**config.mk**
```make
export PLATFORM = sky130hd
export DESIGN_NAME = dbuf_fifo
export DESIGN_NICKNAME = d
export VERILOG_FILES = /design/src/rtl/dbuf_fifo_pkg.sv /design/src/rtl/dbuf_fifo.sv
export SDC_FILE = /design/constraint.sdc
export NUM_CORES = 1
export LEC_CHECK = 0
export BUFFER_PORTS_ARGS = -buffer_cell sky130_fd_sc_hd__buf_2
export CELL_PAD_IN_SITES_DETAIL_PLACEMENT = 1
export CELL_PAD_IN_SITES_GLOBAL_PLACEMENT = 2
export CORE_ASPECT_RATIO = 0.6
export CORE_MARGIN = 1
export CORE_UTILIZATION = 37
export DETAILED_ROUTE_END_ITERATION = 16
export PLACE_DENSITY_LB_ADDON = 0.2
export SLEW_MARGIN = 40
export SYNTH_ARGS = -nofsm -noshare
export SYNTH_HDL_FRONTEND = slang
export SYNTH_SLANG_ARGS = --single-unit
```
**constraint.sdc**
```tcl
create_clock -name i_clk -period 2 [get_ports i_clk]
set_input_delay 0.1 -clock i_clk [delete_from_list [all_inputs] [get_ports i_clk]]
set_output_delay 0.1 -clock i_clk [all_outputs]
set_load 0.1 [all_outputs]
```
**src/rtl/dbuf_fifo_pkg.sv**
```systemverilog
// Shared SFR operation definitions (op bus width, DBUF op bitmasks) and FIFO helpers.
// The op macros are global so every block that decodes the SFR op bus sees one encoding.
`ifndef SFR_OP_LEN
`define SFR_OP_LEN 8
`endif
`ifndef OP_DBUF_WR_BYTE
`define OP_DBUF_WR_BYTE 8'h01
`endif
`ifndef OP_DBUF_CLR
`define OP_DBUF_CLR 8'h02
`endif

package dbuf_fifo_pkg;

  localparam int SFR_OP_W = `SFR_OP_LEN;
  localparam logic [SFR_OP_W-1:0] OP_WR_MASK  = SFR_OP_W'(`OP_DBUF_WR_BYTE);
  localparam logic [SFR_OP_W-1:0] OP_CLR_MASK = SFR_OP_W'(`OP_DBUF_CLR);

  function automatic bit is_pow2_ge2(input int n);
    return (n >= 2) && ((n & (n - 1)) == 0);
  endfunction

endpackage

```
**src/rtl/dbuf_fifo.sv**
```systemverilog
// SFR-side byte FIFO with legacy DBUF readback: push latency 1 cycle, no fall-through.
// Consumer pops with o_valid && i_ready; writes to a full FIFO without a same-cycle pop are dropped and flag o_ovf.
module dbuf_fifo
  import dbuf_fifo_pkg::*;
#(
  parameter int WIDTH  = 8,
  parameter int DEPTH  = 4,
  parameter int OP_LEN = `SFR_OP_LEN
) (
  input  logic                     i_clk,
  input  logic                     i_rst,
  input  logic [WIDTH-1:0]         i_byte,
  input  logic [OP_LEN-1:0]        i_op,
  output logic [WIDTH-1:0]         o_dbuf,
  output logic [WIDTH-1:0]         o_data,
  output logic                     o_valid,
  input  logic                     i_ready,
  output logic                     o_full,
  output logic                     o_empty,
  output logic [$clog2(DEPTH):0]   o_count,
  output logic                     o_ovf
);

  localparam int AW = $clog2(DEPTH);
  localparam int CW = AW + 1;

  generate
    if (!is_pow2_ge2(DEPTH)) begin : g_bad_depth
      $error("dbuf_fifo: DEPTH must be a power of two and at least 2");
    end
  endgenerate

  logic [WIDTH-1:0] r_mem [DEPTH];
  logic [AW-1:0]    r_wr_ptr;
  logic [AW-1:0]    r_rd_ptr;
  logic [CW-1:0]    r_count;
  logic             r_ovf;
  logic [WIDTH-1:0] r_dbuf;

  logic w_wr;
  logic w_clr;
  logic w_full;
  logic w_empty;
  logic w_pop;
  logic w_push;
  logic w_ovf_evt;

  assign w_wr      = |(i_op & OP_LEN'(`OP_DBUF_WR_BYTE));
  assign w_clr     = |(i_op & OP_LEN'(`OP_DBUF_CLR));
  assign w_full    = (r_count == CW'(DEPTH));
  assign w_empty   = (r_count == '0);
  assign w_pop     = !w_empty && i_ready && !w_clr;
  // A same-cycle pop frees a slot, so a full FIFO can still accept the write.
  assign w_push    = w_wr && !w_clr && (!w_full || w_pop);
  assign w_ovf_evt = w_wr && !w_clr && w_full && !w_pop;

  always_ff @(posedge i_clk) begin
    if (w_push) begin
      r_mem[r_wr_ptr] <= i_byte;
    end
  end

  always_ff @(posedge i_clk) begin
    if (!i_rst) begin
      r_wr_ptr <= '0;
      r_rd_ptr <= '0;
      r_count  <= '0;
      r_ovf    <= 1'b0;
    end else if (w_clr) begin
      r_wr_ptr <= '0;
      r_rd_ptr <= '0;
      r_count  <= '0;
      r_ovf    <= 1'b0;
    end else begin
      if (w_push) r_wr_ptr <= r_wr_ptr + AW'(1);
      if (w_pop)  r_rd_ptr <= r_rd_ptr + AW'(1);
      case ({w_push, w_pop})
        2'b10:   r_count <= r_count + CW'(1);
        2'b01:   r_count <= r_count - CW'(1);
        default: r_count <= r_count;
      endcase
      if (w_ovf_evt) r_ovf <= 1'b1;
    end
  end

  // DBUF mirrors every accepted SFR write, including ones the FIFO drops.
  always_ff @(posedge i_clk) begin
    if (!i_rst) begin
      r_dbuf <= '0;
    end else if (w_wr && !w_clr) begin
      r_dbuf <= i_byte;
    end
  end

  assign o_dbuf  = r_dbuf;
  assign o_data  = w_empty ? '0 : r_mem[r_rd_ptr];
  assign o_valid = !w_empty;
  assign o_empty = w_empty;
  assign o_full  = w_full;
  assign o_count = r_count;
  assign o_ovf   = r_ovf;

endmodule

```
After elaboration in Yosys (flattened, before gate mapping). Memories as Yosys holds them, arrays and structs flattened. A register that Yosys moved wholly into a read port is not among the register bits. Index checks and enable logic that the tools add are counted.

Add/subtract/negate cells: 4. Reduce and logical (&&, ||, !) cells: 14. Muxes and demuxes: 6. Eq/ne operators: 3. Bitwise gates (word level): 1.

Operators with widths (count): $mux W8 (1); $logic_and A1 B1 Y1 (6); $pmux W3 S2 (1); $add A2 B1 Y2 const B (2); $logic_not A1 Y1 (4); $mux W2 (2); $add A3 B1 Y3 const B (1); $eq A3 B3 Y1 const B (1); $logic_not A3 Y1 (1); $sub A3 B1 Y3 const B (1); $eq A2 B1 Y1 const B (1); $eq A2 B2 Y1 const B (1); $mux W1 (2); $reduce_bool A2 Y1 (1); $reduce_or A2 Y1 (1); $logic_or A1 B1 Y1 (1); $not A1 Y1 (1).

Memories: 1. Input bits: 19. Output and inout port bits: 23. Flip-flop bits (word level): 16. Memory bits (writable): 32.

Memories: r_mem (depth 4, width 8, rd ports 1, clocked after memory_dff 1, write ports 1, line dbuf_fifo.sv:33) `logic [WIDTH-1:0] r_mem [DEPTH];`.

Depth between registers and ports, before layout.
Word-level depth: 8. Gate-level depth with buffers: 8. Depth with buffers taken out: 7.

Least setup slack after synthesis. OpenSTA, ideal clock, no wires.

Path type: reg2out. From: register r_count[2], in the netlist o_count[2]. To: output port o_full. Arrival time: 3.253 ns. Path buffers: 0. Slack: -1.353 ns. Cell stages (with the launch flop): 3. Data required time: 1.900 ns. Path through: dfxtp_1 > inv_1 > nor3_1.

Cells in the longest elaborated chain, start to end: 1.

Ends and longest elaborated chain: start: declaration (line dbuf_fifo.sv:36) `logic [CW-1:0] r_count;`; start signal: assignment (line dbuf_fifo.sv:78) `2'b10: r_count <= r_count + CW'(1);`; start signal: assignment (line dbuf_fifo.sv:79) `2'b01: r_count <= r_count - CW'(1);`; start signal: assignment (line dbuf_fifo.sv:80) `default: r_count <= r_count;`; $eq A3 B3 Y1 (line dbuf_fifo.sv:50) `assign w_full = (r_count == CW'(DEPTH));`; end: declaration (line dbuf_fifo.sv:18) `output logic o_full,`.

Every way passes these cells.

==> summary.txt <==
Min path
  • Hold path startpoint: i_byte[6]
  • Hold crit path type: input port to flip-flop

CTS
  • Post-CTS setup buffers: 0
  • Htree depth: 2
  • Clock tree buffer depth: 2
  • CTS root buf: clkbuf_8
  • CTS Sinks: 50
  • Worst-skew pair later-pin latency: 0.30 ns
  • CTS Buf Count: 5
  • CTS tree: yes
  • Clk slew on worst S/H paths: 0.09 ns

Status
  • Outcome: finished clean

Synthesis
  • Async S/R FF share, synth: 0%
  • Most used DFF post-synth: edfxtp_1
  • Syn nets: 175
  • Gate Count Post-Synth: 151
  • Seq/Total Area, Yosys: 62.9%
  • YS warnings: 0
  • Flops & latches, synth: 50
  • Post-synthesis cell type count: 31
  • Post-synth EDFFs: 32
  • Syn_area_per_cell: 13.9 um2
  • Cell area after synthesis: 0.00210 mm2

Power
  • Pwr Total: 1.98 mW
  • Pwr/cell area: 796 mW/mm2
  • Share of power burned in registers: 56.9%
  • Combinational power share: 14.6%
  • Max VDD drop: 0.301 mV
  • Leak: 0.904 nW
  • Switching part of the total: 28.1%
  • P_int: 1.42 mW
  • Clock Power Share: 28.5%
  • Switching component of the power: 0.557 mW

Timing
  • Worst rel slew slack: 64.4%
  • RSZ-0062 raised after global routing: false
  • Final worst slack: 0.0964 ns
  • Period utilization: 95.2%
  • Max Freq: 525 MHz
  • Final setup viols: 0
  • Worst-margin pin slew: 0.532 ns
  • Max-slew violation count: 0
  • Final Hold Fails: 0
  • Final worst path period need: 1.90 ns
  • Layout Skew: 0.00724 ns

Layout
  • Layout Nets: 213
  • Synthesis-to-layout area growth: 18.3%
  • Layout cell share with drive strength beyond 1: 38.9%
  • Finished Cell Area: 0.00248 mm2
  • N_diodes: 0

Detailed routing
  • Routed Antenna Nets: 0
  • Total wire length: 4.32 mm
  • DR vias/cell: 4.87
  • # DRC: 0
  • Via total after detailed routing: 1,247
  • Drt wl/cell: 16.9 um
  • First drt pass iteration count: 4
  • 1st-iter DRT viols: 46

Placement
  • Placed Area: 0.00238 mm2
  • RePlAce Congestion: 0.736
  • Post-placement setup slack: 0.0859 ns
  • Post-detail-place hpwl: 3.22 mm
  • I/O Buffers: 35

Global route
  • Grt ovf: 0
  • All-Layer GR Usage: 16.6%
  • First-pass GRT wire length: 7.05 mm
  • Largest net degree at the start of global routing: 16
  • Vias in the first global route: 1,295
  • Initial antenna violation count: 0

Floorplanning
  • CORE AREA: 0.00526 mm2
  • Starting Density: 40.0%
  • Die width: 99.3 um
  • Top Ports: 42
  • Die height: 60.4 um
  • Std-Cell Rows: 20
  • Die area: 0.00599 mm2

Setup path
  • CP arrival: 1.80 ns
  • Req. time, crit path: 1.90 ns
  • Crit path kind: flip-flop to primary output
  • Reg2reg start: o_count[0]$_SDFFE_PP0P_
  • CP Max Fanout: 8
  • Critical path endpoint category: primary output
  • Worst Setup Start Kind: flip-flop

Run
  • Max_cap viols: 0
==> state kept, by name (all words and copies together) (netlist names), named ones only <==
| name | flops |
|---|---|
| r_wr_ptr | 2 |
| r_mem | 32 |
| r_rd_ptr | 2 |
| o_ovf | 1 |
| o_count | 3 |
| o_dbuf | 8 |
==> critical path, stage by stage (launching register included) <==
cell and delay, ns:
dfxtp_1 0.33, buf_4 0.21, mux4_2 0.50, and2_2 0.19, clkbuf_4 0.27
==> cell type report <==
| class | count | area [um2] |
|---|---|---|
| Clock inverter | 3 | 16.3 |
| Sequential cell | 50 | 1330 |
| Timing Repair Buffer | 39 | 225 |
| Fill cell | 553 | 2770 |
| Clock buffer | 5 | 68.8 |
| Tap cell | 66 | 82.6 |
| Inverter | 6 | 26.3 |
| Multi-Input combinational cell | 87 | 733 |
==> synthesized netlist by cell type, types with 2 or more instances <==
library cell  count  area [um2]
and2_1           12        75.1
nor2_1           11        41.3
ha_1              4        50.1
dfxtp_1          18         360
a21oi_1           2        10.0
a21boi_0          8        60.1
inv_1             6        22.5
mux4_2            8         180
nand2_1          17        63.8
nand2b_1          3        18.8
nor2b_1           3        18.8
buf_2             3        15.0
clkbuf_1          4        15.0
edfxtp_1         32         961
xnor2_1           4        35.0
==> metrics by stage <==
step	setup TNS, ns	instances	hold WS (ns)	utilization [%]
floorplan	-0.0654	151	0.199	-
detailed placement	0	248	0.344	45.3
global placement	0	248	0.335	45.3
CTS	0	256	0.0292	46.9
global route	0	256	0.0313	47.3
finish	0	256	0.0369	47.3
==> final timing paths <==
kind | slack (ns) | cells after the start | end
hold reg to reg | 0.47 | 2 | o_dbuf[3]$_SDFFE_PN0P_
hold / removal | 0.04 | 1 | r_mem[1][6]$_DFFE_PP_
setup reg to reg | 0.1 | 7 | o_count[2]$_SDFFE_PP0P_
setup / recovery | 0.1 | 4 | o_data[0]
==> cell families after synthesis <==
group	Yosys count	synth area share [%]
muxes	9	9.11
AOI/OAI and AO/OA	16	6.73
DFF	50	62.9
xor gates and xnor gates	5	2.08
adders and majority gates	5	3.34
and+or+nand+nor	52	12.8
buffers and inverters	14	3.04
==> routing by layer <==
metal	routed length (um)	global-route usage, %	vias up	share of wire (%)
met5	0	0	-	0
met1	2250	23.9	608	52
met4	28	5.67	0	0.65
li1	-	-	607	-
met3	218	4.03	2	5.0
met2	1820	25.0	30	42
==> power groups by stage <==
stage | Combinational, mW | Clock, mW | Sequential (mW)
floorplan | 0.157 | 0 | 1.21
global placement | 0.279 | 0 | 1.15
detailed placement | 0.287 | 0 | 1.15
CTS | 0.287 | 0.586 | 1.13
global route | 0.307 | 0.625 | 1.13
finish | 0.289 | 0.565 | 1.13
==> repair_timing <==
item | 4_1_cts | 5_1_grt
endpoints found under the hold margin | 0 | 0
hold buffers | 0 | 0
setup endpoints to repair | 0 | 8
gates resized for setup | 0 | 15
==> layout by cell type, fill, tap and decap left out <==
master,synthesis,layout
a2111oi_4,1,1
a211oi_1,1,1
a21boi_0,8,8
a21oi_1,2,2
a21oi_2,1,1
a22oi_2,1,1
and2_1,12,4
and2_2,0,8
and2_4,1,1
buf_2,3,27
buf_4,0,11
clkbuf_4,0,1
clkbuf_8,0,5
clkinv_1,0,2
clkinv_4,0,1
clkinvlp_4,0,1
dfxtp_1,18,15
dfxtp_4,0,3
edfxtp_1,32,32
fa_2,0,1
ha_1,4,4
inv_1,6,5
mux2_1,1,1
mux4_2,8,8
nand2_1,17,17
nand2b_1,3,3
nand3_1,1,1
nor2_1,11,11
nor2_2,1,1
nor2b_1,3,3
nor3_2,0,1
nor4b_2,1,1
o211a_1,1,1
o21ai_0,1,1
or3_4,1,1
xnor2_1,4,4
xor2_1,1,1
Note: power is estimated with default switching activity, not from simulation.
